[src/rtl/irq_arb_pkg.sv]
// Shared types and constants for the interrupt gateway/arbiter.
//   cfg_sel_e : decode of the config port select field
//   prio_t    : priority value at the default priority width
//   id_t      : source ID at the default source count
//   ID_RSVD   : reserved source ID that never becomes pending
package irq_arb_pkg;

    localparam int unsigned NUM_SRC_DEF = 30;
    localparam int unsigned PRIO_W_DEF  = 3;
    localparam int unsigned ID_W_DEF    = $clog2(NUM_SRC_DEF);
    localparam int unsigned ID_RSVD     = 0;

    typedef enum logic [1:0] {
        CFG_PRIO   = 2'd0,
        CFG_EN     = 2'd1,
        CFG_THRESH = 2'd2
    } cfg_sel_e;

    typedef logic [PRIO_W_DEF-1:0] prio_t;
    typedef logic [ID_W_DEF-1:0]   id_t;

endpackage

[src/rtl/irq_prio_tree.sv]
// Combinational max-priority reduction tree.
//   cand_i : candidate mask, one bit per source
//   prio_i : priority of each source
//   id_o   : winning source (highest priority, lowest ID on ties), 0 if none
//   prio_o : priority of the winner, 0 if none
module irq_prio_tree #(
    parameter int unsigned N      = 30,
    parameter int unsigned PRIO_W = 3,
    parameter int unsigned ID_W   = 5
) (
    input  logic [N-1:0]             cand_i,
    input  logic [N-1:0][PRIO_W-1:0] prio_i,
    output logic [ID_W-1:0]          id_o,
    output logic [PRIO_W-1:0]        prio_o
);

    localparam int unsigned LEVELS = (N > 1) ? $clog2(N) : 1;
    localparam int unsigned LEAVES = 1 << LEVELS;

    logic [LEAVES-1:0][PRIO_W-1:0] node_prio;
    logic [LEAVES-1:0][ID_W-1:0]   node_id;

    always_comb begin
        node_prio = '0;
        node_id   = '0;
        // Non-candidates and padding leaves carry priority 0 / ID 0 and can never win.
        for (int unsigned i = 0; i < N; i++) begin
            if (cand_i[i] && (prio_i[i] != '0)) begin
                node_prio[i] = prio_i[i];
                node_id[i]   = ID_W'(i);
            end
        end
        // Reduce pairs in place; node j reads 2j/2j+1, which are not yet overwritten.
        for (int unsigned lvl = 0; lvl < LEVELS; lvl++) begin
            for (int unsigned j = 0; j < (LEAVES >> (lvl + 1)); j++) begin
                // The left node always covers lower IDs, so it takes ties.
                if (node_prio[2*j] >= node_prio[2*j+1]) begin
                    node_prio[j] = node_prio[2*j];
                    node_id[j]   = node_id[2*j];
                end else begin
                    node_prio[j] = node_prio[2*j+1];
                    node_id[j]   = node_id[2*j+1];
                end
            end
        end
    end

    assign id_o   = node_id[0];
    assign prio_o = node_prio[0];

endmodule

[src/rtl/irq_gateway_arbiter.sv]
// Interrupt controller core: per-source level gateways, per-target priority
// arbitration and the claim/complete handshake.
//   aclk, aresetn          : clock, asynchronous active-low reset
//   irq_src_i              : level interrupt lines (bit 0 ignored)
//   cfg_we_i/sel/src/tgt/wdata : config write port (priority, enable, threshold)
//   claim_req_i, claim_id_o    : per-target claim pulse and claimed ID (0 = none)
//   complete_req_i, complete_id_i : per-target completion pulse and ID
//   irq_o                  : interrupt request per target context
module irq_gateway_arbiter
    import irq_arb_pkg::*;
#(
    parameter int unsigned NUM_SRC  = NUM_SRC_DEF,
    parameter int unsigned PRIO_W   = PRIO_W_DEF,
    parameter int unsigned NR_CORES = 1,
    parameter int unsigned ID_W     = $clog2(NUM_SRC)
) (
    input  logic                          aclk,
    input  logic                          aresetn,
    input  logic [NUM_SRC-1:0]            irq_src_i,
    input  logic                          cfg_we_i,
    input  logic [1:0]                    cfg_sel_i,
    input  logic [ID_W-1:0]               cfg_src_i,
    input  logic [$clog2(2*NR_CORES)-1:0] cfg_tgt_i,
    input  logic [PRIO_W-1:0]             cfg_wdata_i,
    input  logic [2*NR_CORES-1:0]         claim_req_i,
    output logic [2*NR_CORES*ID_W-1:0]    claim_id_o,
    input  logic [2*NR_CORES-1:0]         complete_req_i,
    input  logic [2*NR_CORES*ID_W-1:0]    complete_id_i,
    output logic [2*NR_CORES-1:0]         irq_o
);

    localparam int unsigned NUM_TGT = 2 * NR_CORES;

    logic [NUM_SRC-1:0]              pend_q, pend_d, infl_q, infl_d;
    logic [NUM_SRC-1:0][PRIO_W-1:0]  prio_q, prio_d;
    logic [NUM_TGT-1:0][NUM_SRC-1:0] en_q, en_d;
    logic [NUM_TGT-1:0][PRIO_W-1:0]  thr_q, thr_d;
    logic [NUM_TGT-1:0][ID_W-1:0]    best_id_q, best_id_d;
    logic [NUM_TGT-1:0][PRIO_W-1:0]  best_prio_q, best_prio_d;
    logic [NUM_TGT-1:0][ID_W-1:0]    claim_id_q, claim_id_d;
    logic [NUM_TGT-1:0][ID_W-1:0]    cmpl_id;
    logic [NUM_SRC-1:0]              prio_nz;
    logic [NUM_SRC-1:0]              taken;

    assign cmpl_id    = complete_id_i;
    assign claim_id_o = claim_id_q;

    always_comb begin
        prio_nz = '0;
        for (int unsigned s = 0; s < NUM_SRC; s++) begin
            prio_nz[s] = (prio_q[s] != '0);
        end
    end

    for (genvar t = 0; t < NUM_TGT; t++) begin : g_tgt
        irq_prio_tree #(
            .N      (NUM_SRC),
            .PRIO_W (PRIO_W),
            .ID_W   (ID_W)
        ) u_tree (
            .cand_i (pend_q & en_q[t] & prio_nz),
            .prio_i (prio_q),
            .id_o   (best_id_d[t]),
            .prio_o (best_prio_d[t])
        );
    end

    always_comb begin
        irq_o = '0;
        for (int unsigned t = 0; t < NUM_TGT; t++) begin
            irq_o[t] = (best_prio_q[t] > thr_q[t]);
        end
    end

    always_comb begin
        prio_d     = prio_q;
        en_d       = en_q;
        thr_d      = thr_q;
        claim_id_d = claim_id_q;
        taken      = '0;
        infl_d     = infl_q;

        // Level gateway: a line re-pends only once neither pending nor in flight.
        pend_d          = pend_q | (irq_src_i & ~pend_q & ~infl_q);
        pend_d[ID_RSVD] = 1'b0;

        for (int unsigned t = 0; t < NUM_TGT; t++) begin
            if (complete_req_i[t]) begin
                for (int unsigned s = 1; s < NUM_SRC; s++) begin
                    if (cmpl_id[t] == ID_W'(s)) begin
                        infl_d[s] = 1'b0;
                    end
                end
            end
        end

        // Claims are evaluated after completions so a same-cycle claim wins.
        // Lower target indices are visited first and take contested IDs; the
        // pending check keeps a stale best_id from being handed out twice.
        for (int unsigned t = 0; t < NUM_TGT; t++) begin
            if (claim_req_i[t]) begin
                claim_id_d[t] = '0;
                if (irq_o[t]) begin
                    for (int unsigned s = 1; s < NUM_SRC; s++) begin
                        if ((best_id_q[t] == ID_W'(s)) && pend_q[s] && !taken[s]) begin
                            claim_id_d[t] = ID_W'(s);
                            taken[s]      = 1'b1;
                            pend_d[s]     = 1'b0;
                            infl_d[s]     = 1'b1;
                        end
                    end
                end
            end
        end

        if (cfg_we_i) begin
            case (cfg_sel_e'(cfg_sel_i))
                CFG_PRIO: begin
                    if (32'(cfg_src_i) < NUM_SRC) prio_d[cfg_src_i] = cfg_wdata_i;
                end
                CFG_EN: begin
                    if ((32'(cfg_src_i) < NUM_SRC) && (32'(cfg_tgt_i) < NUM_TGT)) begin
                        en_d[cfg_tgt_i][cfg_src_i] = cfg_wdata_i[0];
                    end
                end
                CFG_THRESH: begin
                    if (32'(cfg_tgt_i) < NUM_TGT) thr_d[cfg_tgt_i] = cfg_wdata_i;
                end
                default: ;
            endcase
        end
    end

    always_ff @(posedge aclk or negedge aresetn) begin
        if (!aresetn) begin
            pend_q      <= '0;
            infl_q      <= '0;
            prio_q      <= '0;
            en_q        <= '0;
            thr_q       <= '0;
            best_id_q   <= '0;
            best_prio_q <= '0;
            claim_id_q  <= '0;
        end else begin
            pend_q      <= pend_d;
            infl_q      <= infl_d;
            prio_q      <= prio_d;
            en_q        <= en_d;
            thr_q       <= thr_d;
            best_id_q   <= best_id_d;
            best_prio_q <= best_prio_d;
            claim_id_q  <= claim_id_d;
        end
    end

endmodule

[config.mk]
export PLATFORM = sky130hd
export DESIGN_NAME = irq_gateway_arbiter
export DESIGN_NICKNAME = d
export VERILOG_FILES = /design/src/rtl/irq_arb_pkg.sv /design/src/rtl/irq_prio_tree.sv /design/src/rtl/irq_gateway_arbiter.sv
export SDC_FILE = /design/constraint.sdc
export NUM_CORES = 1
export LEC_CHECK = 0
export CAP_MARGIN = 20
export CORE_MARGIN = 2
export CORE_UTILIZATION = 60
export DETAILED_ROUTE_END_ITERATION = 10
export PLACE_DENSITY = 0.9
export SLEW_MARGIN = 20
export SYNTH_ARGS = -nofsm -noshare
export SYNTH_HDL_FRONTEND = slang
export SYNTH_SLANG_ARGS = --single-unit
[constraint.sdc]
create_clock -name aclk -period 13.8 [get_ports aclk]
set_input_delay 1.38 -clock aclk [delete_from_list [all_inputs] [get_ports aclk]]
set_output_delay 1.38 -clock aclk [all_outputs]
set_load 0.03 [all_outputs]
# Word-level counts from Yosys, hierarchy flattened
# Index checks and enable logic that the tools add are counted.
# word_totals
input_bits	58
elab_cells	972
reg_bits	240
# op_classes
n_bitwise	9
n_reduce_logical	212
mux	524
n_eq_ne	118
magnitude_cmp	67
# op_table
op	count
$mux 5	116
$mux 3	138
$mux 29	12
$eq 5x5->1 const B	56
$mux 1	210
$and 30x30->30	6
$ge 3x3->1	58
$eq 5x4->1 const B	32
$logic_and 1x1->1	149
$mux 4	32
$bwmux 90	1
$reduce_bool 3->1	30
$eq 5x3->1 const B	16
$bwmux 60	1
$not 30->30	2
$eq 5x2->1 const B	8
$demux 30 s1	1
$mux 30	1
$or 30x30->30	1
$logic_not 1->1	29
$eq 5x1->1 const B	4
$mux 2	8
$demux 3 s5	1
$bwmux 6	1
14 further kinds	17

# Depth between registers and ports, before layout
# depth
ltp_word	37
ltp_mapped	36
ltp_nobuf	34

# Cells and area by module
# Synthesis repeated with hierarchy kept, for this count alone.
# unflattened
hier_cells	2288
hier_area_um2	19745.2
# modules_own_cells
mod	seq_area_each_um2	area_per_inst_um2	cells_each	n_inst
irq_gateway_arbiter	5955.7	11647.4	1110	1
irq_prio_tree	0.0	4048.9	589	2

# Least setup slack after synthesis
# OpenSTA, ideal clock, no wires.
# synth_timing
path_type	reg2reg
startpoint	reg pend_q[15]
endpoint	reg best_prio_q[4] in the netlist's numbering
slack_ps	6702
required_time_ps	13676
arrival_ps	6974
stages_incl_launch_ff	31
path_cell_list	dfrtp_1 -> clkbuf_1 -> nand3_1 -> ha_1 -> nand2_1 -> o21ai_1 -> mux2i_1 -> inv_1 -> ha_1 -> nand2_1 -> o21ai_1 -> nand2_1 -> o21ai_0 -> inv_1 -> ha_1 -> nand2b_1 -> a21o_1 -> a21oi_1 -> mux2_2 -> inv_1 -> ha_1 -> nand2b_1 -> a21o_1 -> a21oi_1 -> mux2_2 -> ha_1 -> a21o_1 -> a21oi_1 -> nor2b_1 -> a22o_1 -> a211o_1
# synth_rtl
element	line	source
start: declaration	irq_gateway_arbiter.sv:34	logic [NUM_SRC-1:0] pend_q, pend_d, infl_q, infl_d;
start signal: assignment	irq_gateway_arbiter.sv:145	pend_q <= pend_d;
end signal: assignment	irq_gateway_arbiter.sv:151	best_prio_q <= best_prio_d;
end: declaration	irq_gateway_arbiter.sv:39	logic [NUM_TGT-1:0][PRIO_W-1:0] best_prio_q, best_prio_d;

==> impl_metrics.json <==
{
  "postRouteWirelength_um": 58050,
  "post_cts_resized": 0,
  "crit_start": "pend_q[9]",
  "ff2ff_setup_slack_ns": 4.75,
  "detail_route.vias_per_cell": 6.670,
  "rr_startpoint": "pend_q[9]",
  "cts_hold_buf": 0,
  "cp_data_required_time_ns": 14.30,
  "n_antenna_cell": 0,
  "syn_inst": 2230,
  "cts.repair_timing.setup_buffer_count": 0,
  "synth_fp_nets": 2462,
  "grt_pass1_vias": 17403,
  "share_of_total_power_in_sequential_cells_pct": 42.6,
  "whs_path_depth": 1,
  "sw_frac_of_total_pct": 28.95,
  "post-route-drc-count": 0,
  "finalCriticalPeriod_ns": 9.047,
  "via_total_after_detailed_routing": 17830,
  "post_place_cells": 2623,
  "cts-root-to-sink-buffers": 3,
  "drt-initial-drc-count": 2084,
  "finalClockSkew_ns": 0.02456,
  "ir_worst_vdd_v": 0.0001318,
  "grt_pass1_wl_um": 91050,
  "finalCritPeriodShare_pct": 65.55,
  "power_per_cell_area_nw_per_um2": 88.53,
  "power.switching_w": 0.0005343,
  "outcome": "completed",
  "stdcell_count": 2673,
  "yosys_register_bits": 235,
  "design.final.nets": 2483,
  "chipWidth_um": 181.8,
  "buffer_ports.inserted": 68,
  "clk_latency_ns": 0.56,
  "layout_cells_sized_above_1_pct": 11.98,
  "grt_max_degree": 90,
  "report.final.hold_viol_count": 0,
  "finalSetupViolCount": 0,
  "start_util_pct": 60.60,
  "boundaryPins": 70,
  "crit_path_start_kind": "register",
  "timing.max_cap.violations": 0,
  "fp.dieH_um": 181.8,
  "groute.usage.overall_pct": 34.56,
  "timing.final.max_slew_violations": 0,
  "row_count": 65,
  "cts.sink_count": 235,
  "design.die.area_um2": 33060,
  "area.growth.synth_to_final_pct": 9.851,
  "cts_tree": "done",
  "netlist-cell-type-count": 77,
  "cts.htree.levels": 1,
  "worst_slew_pin_slew_ns": 1.070,
  "asyncSetResetFlopFracSynth_pct": 100.0,
  "critPathMaxFanout": 11,
  "final_weighted_congestion_in_routability_driven_placement": 1.012,
  "grt_overflow_total": 0,
  "average_cell_area_after_synthesis_um2": 8.509,
  "slew-limit-headroom_pct": 28.52,
  "cts.reportedPaths.clkPinSlew_ns": 0.06,
  "synth-seq-area-share_pct": 30.99,
  "worst_r2r_end": "best_id_q[6]",
  "power_leakage_nw": 10.11,
  "placeableCoreArea_um2": 31310,
  "antenna_found_initial": 0,
  "power.internal_w": 0.001311,
  "timing.fmax_mhz": 110.5,
  "clock-root-buffer": "clkbuf_16",
  "post-dp-hpwl_um": 43710,
  "cp.arrival_ns": 9.54,
  "clkPwrFrac_pct": 41.6,
  "drt.antenna.violating_nets": 0,
  "cell_count_of_the_worst_reg_to_reg_path": 27,
  "timing.critical_path.to_type": "register",
  "synth_enable_flop_cells": 0,
  "unrepaired_setup_endpoints_after_global_routing": "no",
  "path_class": "register to register",
  "cell_area_after_synthesis_um2": 18980,
  "dominant_register_cell_in_the_synthesized_netlist": "dfrtp_1",
  "dr.pass1.iters": 6,
  "final.fill_count": 2447,
  "yosysWarningCount": 0,
  "power.combinational.fraction_pct": 15.8,
  "hp-class": "register to register",
  "critPathCapture": "best_id_q[6]",
  "final.setup.tns_ns": 0,
  "cts-buffers-inserted": 27,
  "routedWlPerCell_um": 21.72
}
## cells in the mapped netlist, types with 6 or more instances
master	n	area share [%]
mux2_2	182	11
nand2_1	219	4.3
and3_1	35	1.2
a221oi_1	10	0.46
a22oi_1	14	0.55
a31oi_1	13	0.43
nand2b_1	39	1.3
o21ai_1	29	0.76
o311ai_0	10	0.46
clkbuf_1	63	1.2
nor2b_1	47	1.5
nor2_1	147	2.9
and2_1	17	0.56
a21o_1	33	1.3
and4_1	7	0.32
nand4_1	26	0.86
a31o_2	6	0.28
o31a_1	10	0.46
o211ai_1	6	0.24
or3_1	18	0.59
or2_2	7	0.23
nor4_1	10	0.33
o221ai_1	12	0.55
nor3b_1	6	0.24
nand3_1	225	5.9
dfrtp_1	235	31
nor3_1	40	1.1
a21oi_1	113	3.0
buf_2	15	0.40
o21ai_0	62	1.6
ha_1	174	11
o22ai_1	27	0.89
inv_1	195	3.9
mux2i_1	92	4.9
## layout make-up
type / instances / area (um2) / area share [%]
Clock buffer: 34 / 762.0 / 3.655
Clock inverter: 15 / 185.2 / 0.8884
Inverter: 195 / 732.0 / 3.511
Multi-Input combinational cell: 1718 / 12050 / 57.79
Sequential cell: 235 / 5881 / 28.21
Tap cell: 402 / 503.0 / 2.413
Timing Repair Buffer: 74 / 735.7 / 3.529
## through the flow
step | setup slack (ns) | instance area, um2 | total power [W] | hold WS [ns] | utilization (%)
2_1_floorplan | 6.702 | 18980 | 0.0009620 | 0.4492 | -
3_3_place_gp | 5.152 | 19870 | 0.001063 | 0.4587 | 63.46
3_5_place_dp | 5.079 | 19870 | 0.001077 | 0.4668 | 63.46
4_1_cts | 4.950 | 20820 | 0.001840 | 0.4800 | 66.49
5_1_grt | 4.165 | 20850 | 0.001905 | 0.4955 | 66.57
6_report | 4.753 | 20850 | 0.001845 | 0.4766 | 66.57
## layer usage
layer	up-vias	GRT usage, %	part of all wire [%]
met3	234	5.997	9.4
met5	-	0	0
met1	8554	45.65	40
li1	8090	-	-
met4	0	16.23	5.6
met2	952	55.42	45
## critical path, stage by stage, from the launching register on
cell and delay, ns:
dfrtp_1 0.59, nand3_1 0.21, ha_1 0.36, nand2_1 0.06, o21ai_1 0.44, mux2_2 0.42
ha_1 0.28, nor2b_1 0.04, o21ai_1 0.55, o21ai_0 0.34, ha_1 0.35, nand2b_1 0.14
a21o_1 0.18, a21oi_1 0.78, mux2_2 0.46, inv_1 0.10, ha_1 0.23, nand2b_1 0.14
a21o_1 0.18, a21oi_1 0.60, mux2_2 0.41, ha_1 0.28, a21o_1 0.15, a21oi_1 0.46
nand2_1 0.27, a2111oi_0 0.70, a31oi_1 0.10, nand4_1 0.15
## worst min-delay path by stage
stage	start	to	slack [ns]
global route	infl_q[1]	infl_q[1]	0.50
finish	infl_q[1]	infl_q[1]	0.48
global placement	infl_q[27]	infl_q[27]	0.46
detailed placement	infl_q[1]	infl_q[1]	0.47
floorplan	infl_q[6]	infl_q[6]	0.45
CTS	infl_q[1]	infl_q[1]	0.48
## registers in the layout (all words and copies together) (netlist names)
name,count
prio_q,87
en_q,58
infl_q,29
pend_q,29
best_id_q,10
claim_id_o,10
best_prio_q,6
thr_q,6
## cell families (layout without fill, tap and decap cells)
family	count (synthesis)	count (layout)	synth area share, %
buffers and inverters	277	318	5.578
multiplexers	276	276	15.79
AO/OA/AOI/OAI	403	403	13.82
AND/OR/NAND/NOR	865	865	22.35
adder cells (fa/ha/maj)	174	174	11.47
flip-flops	235	235	30.99
## layout by cell type (no fill, tap or decap), types with 5 or more instances in the layout
cell type / instances
and3_1: 35
and2_1: 15
or3_1: 18
o21ai_1: 29
clkinv_2: 8
o31a_1: 10
o211ai_1: 6
a31o_2: 6
nor2_1: 147
nor2b_1: 46
o21ai_0: 62
or2_2: 7
mux2_2: 182
a31oi_1: 13
o311ai_0: 10
dfrtp_1: 235
nor3b_1: 6
nand2_1: 219
nand3b_1: 5
o221ai_1: 12
o22ai_1: 27
clkdlybuf4s50_1: 64
inv_1: 195
nand4_1: 26
and4_1: 7
buf_4: 5
nor3_1: 40
a22oi_1: 14
ha_1: 174
nand2b_1: 39
a32oi_1: 5
a221oi_1: 10
mux2i_1: 92
nor4_1: 10
a21o_1: 33
clkbuf_16: 27
a41oi_1: 5
clkbuf_8: 6
nand3_1: 225
a21oi_1: 113
## power groups by stage
stage	sequential, W	combinational (W)	clock, W
finish	0.000786	0.000291	0.000768
global route	0.000792	0.000312	0.000802
CTS	0.000784	0.000283	0.000773
detailed placement	0.000796	0.000281	0
global placement	0.000793	0.000270	0
floorplan	0.000781	0.000181	0
No activity file was read; power rests on OpenSTA's default activity.
